--- src/rtl/adc_model_pkg.sv ---
// Shared types and constants for the multi-channel SPI A2D behavioural model.
//   FRAME_W  : SPI frame length in SCLK periods
//   ADDR_LSB : lowest bit of the channel address field inside the command word
//   ADDR_W   : width of the channel address field
//   CNT_W    : width of the SCLK-rise counter (must hold 0..FRAME_W)
//   adc_state_e : frame sequencing states
package adc_model_pkg;

  localparam int unsigned FRAME_W  = 16;
  localparam int unsigned ADDR_LSB = 11;
  localparam int unsigned ADDR_W   = 3;
  localparam int unsigned CNT_W    = 5;

  typedef enum logic [1:0] {
    StIdle,
    StLoad,
    StShift,
    StDone
  } adc_state_e;

endpackage

--- src/rtl/adc_spi_shift.sv ---
// SPI mode-0 slave datapath: input synchronisers, edge detection, 16-bit tx/rx shift
// registers and SCLK-rise counter. Framing decisions are left to the parent.
//   clk_i, rst_i     : system clock, synchronous active-high reset
//   ss_n_i, sclk_i, mosi_i : raw SPI inputs (asynchronous to clk_i)
//   load_i, resp_i   : load resp_i into the tx register and clear the bit counter
//   miso_o           : serial data out, forced low while slave select is high
//   frame_start_o    : slave select fell
//   frame_done_o     : slave select rose after exactly FRAME_W SCLK rises
//   frame_short_o    : slave select rose after fewer SCLK rises
//   cmd_o            : bits received this frame
module adc_spi_shift
  import adc_model_pkg::*;
(
  input  logic               clk_i,
  input  logic               rst_i,
  input  logic               ss_n_i,
  input  logic               sclk_i,
  input  logic               mosi_i,
  input  logic               load_i,
  input  logic [FRAME_W-1:0] resp_i,
  output logic               miso_o,
  output logic               frame_start_o,
  output logic               frame_done_o,
  output logic               frame_short_o,
  output logic [FRAME_W-1:0] cmd_o
);

  // [1] is the synchronised value, [2] its previous sample for edge detection.
  logic [2:0]         sclk_q, sclk_d;
  logic [2:0]         ss_q, ss_d;
  // MOSI goes through the same two flops so it lines up with the synced SCLK.
  logic [1:0]         mosi_q, mosi_d;
  logic [FRAME_W-1:0] tx_q, tx_d;
  logic [FRAME_W-1:0] rx_q, rx_d;
  logic [CNT_W-1:0]   cnt_q, cnt_d;

  logic ss_active;
  logic sclk_rise;
  logic sclk_fall;
  logic ss_rise;
  logic cnt_full;

  assign ss_active = ~ss_q[1];
  assign sclk_rise = sclk_q[1] & ~sclk_q[2] & ss_active;
  assign sclk_fall = ~sclk_q[1] & sclk_q[2] & ss_active;
  assign ss_rise   = ss_q[1] & ~ss_q[2];
  assign cnt_full  = (cnt_q == CNT_W'(FRAME_W));

  assign frame_start_o = ss_q[2] & ~ss_q[1];
  assign frame_done_o  = ss_rise & cnt_full;
  assign frame_short_o = ss_rise & ~cnt_full;
  assign cmd_o         = rx_q;
  assign miso_o        = ss_active & tx_q[FRAME_W-1];

  always_comb begin
    sclk_d = {sclk_q[1:0], sclk_i};
    ss_d   = {ss_q[1:0], ss_n_i};
    mosi_d = {mosi_q[0], mosi_i};
    tx_d   = tx_q;
    rx_d   = rx_q;
    cnt_d  = cnt_q;
    if (load_i) begin
      tx_d  = resp_i;
      cnt_d = '0;
    end else begin
      if (sclk_rise) begin
        rx_d = {rx_q[FRAME_W-2:0], mosi_q[1]};
        if (!cnt_full) cnt_d = cnt_q + CNT_W'(1);
      end
      if (sclk_fall) tx_d = {tx_q[FRAME_W-2:0], 1'b0};
    end
  end

  // Slave-select sync flops clear to 0 so that a reset taken mid-frame (SS_n still
  // low) does not manufacture a fresh SS_n fall; the trailing SS_n rise then lands
  // in idle and is ignored.
  always_ff @(posedge clk_i) begin
    if (rst_i) begin
      sclk_q <= '0;
      ss_q   <= '0;
      mosi_q <= '0;
      tx_q   <= '0;
      rx_q   <= '0;
      cnt_q  <= '0;
    end else begin
      sclk_q <= sclk_d;
      ss_q   <= ss_d;
      mosi_q <= mosi_d;
      tx_q   <= tx_d;
      rx_q   <= rx_d;
      cnt_q  <= cnt_d;
    end
  end

endmodule

--- config.mk ---
export PLATFORM = sky130hd
export DESIGN_NAME = adc_spi_shift
export DESIGN_NICKNAME = d
export VERILOG_FILES = /design/src/rtl/adc_model_pkg.sv /design/src/rtl/adc_spi_shift.sv
export SDC_FILE = /design/constraint.sdc
export NUM_CORES = 1
export LEC_CHECK = 0
export BUFFER_PORTS_ARGS = -buffer_cell sky130_fd_sc_hd__buf_2
export CORE_MARGIN = 8
export CORE_UTILIZATION = 45
export CTS_BUF_LIST = sky130_fd_sc_hd__clkbuf_4
export CTS_CLUSTER_SIZE = 30
export DETAILED_ROUTE_END_ITERATION = 12
export GPL_TIMING_DRIVEN = 1
export PLACE_DENSITY = 0.73
export SETUP_SLACK_MARGIN = 0.05
export SLEW_MARGIN = 20
export SYNTH_ARGS = -nofsm -noshare
export SYNTH_HDL_FRONTEND = slang
export SYNTH_SLANG_ARGS = --single-unit
--- constraint.sdc ---
create_clock -name clk_i -period 2.7 [get_ports clk_i]
set_clock_uncertainty 0.2 [all_clocks]
set_input_delay 0.27 -clock clk_i [delete_from_list [all_inputs] [get_ports clk_i]]
set_output_delay 0.27 -clock clk_i [all_outputs]
set_load 0.05 [all_outputs]
==> results of run 1 <==
[cell usage in the layout (no fill, tap or decap), drive strengths merged, types with 2 or more instances in the layout]
cell         instances
dfxtp               45
buf                 45
nand2               36
nor2b               24
nor2                17
a21oi               17
nor3                15
a2111oi             15
clkbuf               5
dlygate4sd3          5
inv                  3
or3                  3
nand3                3
nor3b                3
nand4bb              2
o211ai               2
o31ai                2
o21ai                2
a21boi               2
ha                   2
bufinv               2
or3b                 2
[registers in the layout (all words and copies together) (netlist names)]
name,flops
cmd_o,16
ss_q,3
sclk_q,3
tx_q,16
mosi_q,2
cnt_q,5
[cell usage after synthesis (3+ instances only)]
master      n  area, um^2
a2111oi_2  15       225.2
a21oi_1     7       35.03
a21oi_2    10       87.58
buf_2       5       25.02
buf_6       3       33.78
clkbuf_1    7       26.28
dfxtp_1    45       900.9
inv_1       3       11.26
nand2_1    26       97.59
nand2_2    10       62.56
nand3_1     3       15.01
nor2_1     17       63.81
nor2b_1    24       150.1
nor3_1     15       75.07
or3_1       3       18.77
[area by class of cell]
cell class	instances	area share [%]
multi-input cells	152	43.35
flip-flops and latches	45	37.38
repair buffers	50	11.84
clock inverters	3	2.700
well taps	52	2.700
clock buffers	5	1.558
inverters	3	0.4673
[kinds of logic (layout without fill, tap and decap cells)]
group	after synthesis	count (layout)
fa+ha+maj	2	2
buf+inv	20	61
flops	45	45
mux	1	1
compound gates	40	40
simple gates	109	109
[per-stage QoR]
stage | utilization, % | instances | area (um^2)
2_1_floorplan | - | 217 | 2051
3_3_place_gp | 51.48 | 297 | 2257
3_5_place_dp | 51.48 | 297 | 2257
4_1_cts | 54.97 | 310 | 2410
5_1_grt | 54.97 | 310 | 2410
6_report | 54.97 | 310 | 2410
[worst max-delay path, delay by kind of cell (launching register included)]
family        cells  cell delay (ns)
fa+ha+maj         1             0.16
buf+inv           2             0.30
flops             1             0.37
simple gates      2             0.55
[final timing paths]
path              from            end  slack (ns)  depth (start not counted)
max           cnt_q[0]  frame_short_o        0.50                          5
min          resp_i[4]        tx_q[4]        0.04                          3
max reg2reg    ss_q[1]      cmd_o[14]        0.74                          3
min reg2reg  mosi_q[1]       cmd_o[0]        0.25                          2
[routing by layer]
metal | vias up | share of wire (%) | GRT usage, %
met5 | - | 0 | 0
met4 | 0 | 1.1 | 4.710
met3 | 5 | 5.2 | 4.395
met2 | 33 | 45 | 17.47
met1 | 766 | 49 | 14.81
li1 | 834 | - | -
[report_power, final]
part           total (mW)  internal, mW  switching (mW)
clock               0.507         0.287           0.220
combinational       0.133        0.0593          0.0738
sequential          0.701         0.687          0.0138
==> flow_summary.yaml, run 1 <==
route:
  drt_iter0_markers: 81
  wl_per_cell_um: 13.00
  drt-total-wl_mm: 4.030
  vias: 1638
  antenna_left: 0
  first_pass_iters: 4
  viasPerCell: 5.284
  remaining_drc_errors: 0
synth:
  ys_seq_elements: 45
  synth_edf_count: 0
  synthXorXnorAreaFrac_pct: 0
  netlist_area_um2: 2051
  synth_nets: 241
  async_flop_share_pct: 0
  yosysSeqAreaShare_pct: 43.93
  synth_mux_area_share_pct: 0.4881
  synth_top_family_by_area: "simple AND/OR/NAND/NOR gates"
  avgSynthCellArea_um2: 9.450
  ys.flop_type: "dfxtp_1"
  synth_compound_area_share_pct: 19.65
  synth_cells: 217
  synth.distinct_cells: 31
  yosys.area_share.simple_pct: 29.29
  yosysWarnings: 0
  synth_adder_area_share_pct: 1.220
placement:
  portBuffers: 41
  place.gp.congestion: 0.7323
  post-place-ws_ns: 0.7456
  dp_hpwl_mm: 2.807
critical_path:
  slowest_delay_ns: 0.46
  cp-end-kind: "output pin"
  cp_max_fo: 4
  crit_type: "reg2out"
  required_ns: 2.23
  critPathLaunchType: "register"
  crit_chain: "inv_1, ha_1, nor4bb_1, nor2_1, buf_2"
  cp_slowest_cell: "nor4bb_1"
  cp.arrival_ns: 1.73
power_and_ir_drop:
  ir_worst_vdd_uv: 351.7
  power.density_nw_per_um2: 556.5
  p_total_mw: 1.341
  power_leakage_nw: 0.9032
cts:
  cts_tree: "yes"
  cts-buffers-inserted: 5
  cts_num_sinks: 45
  cts_resized: 0
  cts.path.max_buffers: 2
  clock_latency_ns: 0.35
  post_cts_buffers: 0
  cts_hold_buf: 5
  cts_root_buf: "clkbuf_4"
  clk_pin_slew_worst_paths_ns: 0.13
  cts_max_level: 2
timing:
  grt_setup_unrepaired: "false"
  max_freq_mhz: 455.4
  drv_slew: 0
  post-route-period-util_pct: 81.33
  worst_slack_ns: 0.5041
  holdWs_ns: 0.04085
  slew_headroom_pct: 47.46
  final_hold_viol_count: 0
  period_needed_ns: 2.196
  fin_tns_setup_ns: 0
  worst_slew_pin_slew_ns: 0.7848
  finalSetupViolCount: 0
final_layout:
  fillers: 428
  area.growth.synth_to_final_pct: 17.51
  final-seq-area_um2: 900.9
  multi_input_area_um2: 1045
  drive_above_1_share_pct: 35.27
  nets: 281
  num_antenna_cells: 0
min_path:
  hold_class: "in2reg"
run:
  cap_viol_max_count: 0
grt:
  grt_pass1_vias: 1554
  grt_overflow_total: 0
  grt_max_degree: 32
  grt_use_total_pct: 11.73
  antenna_found_initial: 0
  grt_pass1_wl_mm: 7.017
floorplan:
  num_rows: 24
  ios: 42
  core-area_um2: 4384
  dieArea_um2: 6973
  fp.dieH_um: 83.51
  fp.dieW_um: 83.51
  start_util_pct: 46.78
outcome:
  status: "finished clean"
Note: power is estimated with default switching activity, not from simulation.
==> run 2: changes to the inputs <==
==> constraint.sdc (replaced) <==
create_clock -name clk_i -period 2.3 [get_ports clk_i]
set_clock_uncertainty 0.2 [all_clocks]
set_input_delay 0.23 -clock clk_i [delete_from_list [all_inputs] [get_ports clk_i]]
set_output_delay 0.23 -clock clk_i [all_outputs]
set_load 0.05 [all_outputs]
==> flow_summary.yaml, run 2 (synthesis results as in run 1) <==
timing:
  finalSetupViolCount: 0
  max_freq_mhz: 487.7
  worst_slew_pin_slew_ns: 0.7227
  drv_slew: 0
  holdWs_ns: 0.01795
  slew_headroom_pct: 51.82
  grt_setup_unrepaired: "false"
  worst_slack_ns: 0.2497
  fin_tns_setup_ns: 0
  period_needed_ns: 2.050
  final_hold_viol_count: 0
  post-route-period-util_pct: 89.14
cts:
  cts_num_sinks: 45
  cts-buffers-inserted: 5
  clock_latency_ns: 0.35
  cts_root_buf: "clkbuf_4"
  cts.path.max_buffers: 2
  cts_tree: "yes"
  clk_pin_slew_worst_paths_ns: 0.13
  cts_max_level: 2
  post_cts_buffers: 0
route:
  drt_iter0_markers: 79
  antenna_left: 0
  vias: 1650
  viasPerCell: 5.124
  first_pass_iters: 4
  remaining_drc_errors: 0
  wl_per_cell_um: 12.91
  drt-total-wl_mm: 4.156
placement:
  dp_hpwl_mm: 2.741
  portBuffers: 41
  post-place-ws_ns: 0.3764
  place.gp.congestion: 0.6873
power_and_ir_drop:
  p_total_mw: 1.369
  power_leakage_nw: 0.9364
  ir_worst_vdd_uv: 355.8
  power.density_nw_per_um2: 550.7
min_path:
  hold_class: "in2reg"
  min_from: "resp_i[11]"
floorplan:
  core-area_um2: 4384
  dieArea_um2: 6973
  ios: 42
  start_util_pct: 46.78
  num_rows: 24
  fp.dieW_um: 83.51
  fp.dieH_um: 83.51
grt:
  antenna_found_initial: 0
  grt_use_total_pct: 11.62
  grt_overflow_total: 0
  grt_pass1_wl_mm: 6.906
  grt_pass1_vias: 1587
  grt_max_degree: 53
final_layout:
  num_antenna_cells: 0
  final_common_cell: "dfxtp_1"
  area.growth.synth_to_final_pct: 21.23
  layout_common_cells: "45 x dfxtp_1, 41 x buf_2, 26 x nand2_1"
  nets: 293
  drive_above_1_share_pct: 34.44
  final_core_util_pct: 56.71
critical_path:
  required_ns: 1.87
  cp-end-kind: "output pin"
  crit-reg2reg-launch: "ss_q[1]"
  crit_type: "reg2out"
  crit_path_start: "cnt_q[0]"
  cp_max_fo: 4
  critPathLaunchType: "register"
  cp.arrival_ns: 1.62
run:
  cap_viol_max_count: 0
outcome:
  status: "finished clean"
==> run 2: stage by stage <==
| step | cells | cell area, um^2 |
|---|---|---|
| 2_1_floorplan | 217 | 2051 |
| 3_3_place_gp | 298 | 2265 |
| 3_5_place_dp | 298 | 2265 |
| 4_1_cts | 318 | 2440 |
| 5_1_grt | 322 | 2486 |
| 6_report | 322 | 2486 |
==> run 2: final cells by class <==
type	count	area [um^2]
timing repair buffer	62	402.9
inverter	3	11.26
multi-input combinational	152	1051
clock inverter	2	10.01
tap	52	65.06
fill	400	1898
sequential	45	900.9
clock buffer	6	45.04
==> run 2: path summary, 6_finish.rpt <==
check,end,slack (ns),depth (start not counted)
worst min-delay path,tx_q[11],0.02,3
worst max register to register,cmd_o[1],0.37,3
worst max-delay path,frame_short_o,0.25,5
worst min register to register,ss_q[1],0.25,1
==> run 2: repair_timing <==
item,in CTS,in global routing
setup endpoints to repair,0,1
hold endpoints to repair,12,4
hold buffers,12,4
gates resized for setup,0,1
==> run 2: worst max-delay path, stage by stage, from the launching register on <==
cell and delay (ns):
dfxtp_1 0.35, inv_1 0.08, ha_1 0.16, nor4bb_2 0.37
nor2_1 0.08, buf_2 0.22
==> run 2: per-layer routing <==
| layer | vias to the layer above | track usage (%) | wire length (um) |
|---|---|---|---|
| li1 | 857 | - | - |
| met2 | 32 | 18.25 | 1879 |
| met1 | 756 | 13.89 | 2013 |
| met5 | - | 0 | 0 |
| met4 | 0 | 4.239 | 54 |
| met3 | 5 | 4.688 | 210 |
==> run 2: power by group <==
group	total (mW)	switching [mW]	internal, mW	leakage [nW]
clock network	0.375	0.246	0.129	0.0354
registers	0.823	0.0165	0.807	0.368
logic	0.171	0.0897	0.0817	0.533
==> run 3: changes to the inputs <==
--- a/config.mk
+++ b/config.mk
@@ -12,7 +12,7 @@
 export CTS_CLUSTER_SIZE = 30
 export DETAILED_ROUTE_END_ITERATION = 12
 export GPL_TIMING_DRIVEN = 1
-export PLACE_DENSITY = 0.73
+export PLACE_DENSITY = 0.75
 export SETUP_SLACK_MARGIN = 0.05
 export SLEW_MARGIN = 20
 export SYNTH_ARGS = -nofsm -noshare
==> constraint.sdc (replaced) <==
create_clock -name clk_i -period 1.7 [get_ports clk_i]
set_clock_uncertainty 0.2 [all_clocks]
set_input_delay 0.17 -clock clk_i [delete_from_list [all_inputs] [get_ports clk_i]]
set_output_delay 0.17 -clock clk_i [all_outputs]
set_load 0.05 [all_outputs]
==> flow_summary.yaml, run 3 (synthesis results as in run 1) <==
timing:
  finalSetupViolCount: 2
  holdWs_ns: 0.1059
  drv_slew: 0
  worst_slack_ns: -0.05411
  period_needed_ns: 1.754
  slew_headroom_pct: 74.30
  final_hold_viol_count: 0
  post-route-period-util_pct: 103.2
  worst_slew_pin_slew_ns: 0.3847
  grt_setup_unrepaired: "true"
  fin_tns_setup_ns: -0.1075
  max_freq_mhz: 570.1
grt:
  grt_max_degree: 53
  antenna_found_initial: 0
  grt_overflow_total: 0
  grt_pass1_wl_mm: 7.935
  grt_use_total_pct: 13.34
  grt_pass1_vias: 1770
cts:
  clk_pin_slew_worst_paths_ns: 0.12
  cts_num_sinks: 45
  cts_max_level: 2
  clock_latency_ns: 0.35
  cts.path.max_buffers: 2
  cts-buffers-inserted: 5
  cts_root_buf: "clkbuf_4"
  cts_tree: "yes"
route:
  first_pass_iters: 4
  remaining_drc_errors: 0
  vias: 1783
  antenna_left: 0
  wl_per_cell_um: 13.77
  drt-total-wl_mm: 4.683
  drt_iter0_markers: 116
  viasPerCell: 5.244
power_and_ir_drop:
  power_leakage_nw: 1.041
  p_total_mw: 1.857
  power.density_nw_per_um2: 670.5
  ir_worst_vdd_uv: 537.5
placement:
  postPlaceCellArea_um2: 2332
  place.gp.congestion: 0.7178
  dp_hpwl_mm: 2.867
  portBuffers: 41
  post-place-ws_ns: -0.02985
  dp.cells: 303
critical_path:
  critPathLaunchType: "register"
  r2r_cells: 4
  slowest_delay_ns: 0.35
  crit_type: "reg2out"
  cp_slowest_cell: "dfxtp_2"
  required_ns: 1.33
  cp_max_fo: 2
  cp.arrival_ns: 1.38
  cp-end-kind: "output pin"
  crit_chain: "inv_2, ha_4, buf_4, nand4bb_4, nor2_4, buf_6"
floorplan:
  ios: 42
  core-area_um2: 4384
  dieArea_um2: 6973
  num_rows: 24
  fp.dieH_um: 83.51
  start_util_pct: 46.78
  fp.dieW_um: 83.51
final_layout:
  fillers: 376
  finalInstanceArea_um2: 2770
  final_common_cell: "dfxtp_1"
  nets: 312
  drive_above_1_share_pct: 41.32
  final_core_util_pct: 63.18
  layout_common_cells: "39 x dfxtp_1, 37 x buf_2, 26 x nand2_1"
  num_antenna_cells: 0
  fin_cells: 340
  area.growth.synth_to_final_pct: 35.08
min_path:
  hold_class: "in2reg"
  whs_path_depth: 3
run:
  cap_viol_max_count: 0
outcome:
  status: "finished with violations"
  violations: "negative setup slack"
-- run 3: per-layer routing --
metal / GRT usage (%) / routed length [um] / vias to the layer above
met2: 22.07 / 2270 / 37
met5: 0 / 0 / -
li1: - / - / 899
met1: 15.05 / 2084 / 841
met3: 5.371 / 269 / 6
met4: 4.867 / 59 / 0
-- run 3: cell type report --
type	count	area (um^2)	share of cell area, %
clock inverter	2	11.26	0.4065
tap	52	65.06	2.349
timing repair buffer	81	623.1	22.49
clock buffer	5	37.54	1.355
multi-input combinational	152	1111	40.11
inverter	3	11.26	0.4065
sequential	45	910.9	32.88
-- run 3: timing repair --
action,CTS,global route
hold buffers,20,0
gates resized for setup,20,6
endpoints found under the setup margin,16,33
endpoints found under the hold margin,24,0
buffers inserted,8,2
cloned,0,1
pin swaps,4,1
-- run 3: final timing paths --
path                 start            to  slack (ns)
setup / recovery  cnt_q[0]  frame_done_o       -0.05
hold / removal      load_i       tx_q[1]        0.11
setup reg to reg   ss_q[1]      cmd_o[1]        0.14
hold reg to reg    ss_q[0]       ss_q[1]        0.25
-- run 3: power by group --
part / total (mW) / internal, mW / switching (mW)
registers: 1.11 / 1.09 / 0.0206
logic: 0.275 / 0.139 / 0.136
clock network: 0.472 / 0.149 / 0.323
total: 1.86 / 1.38 / 0.479
-- run 3: critical path: cells and delay by family, from the launching register on --
family        cells  cell delay (ns)
flops             1             0.35
buf+inv           3             0.34
simple gates      2             0.22
fa+ha+maj         1             0.13
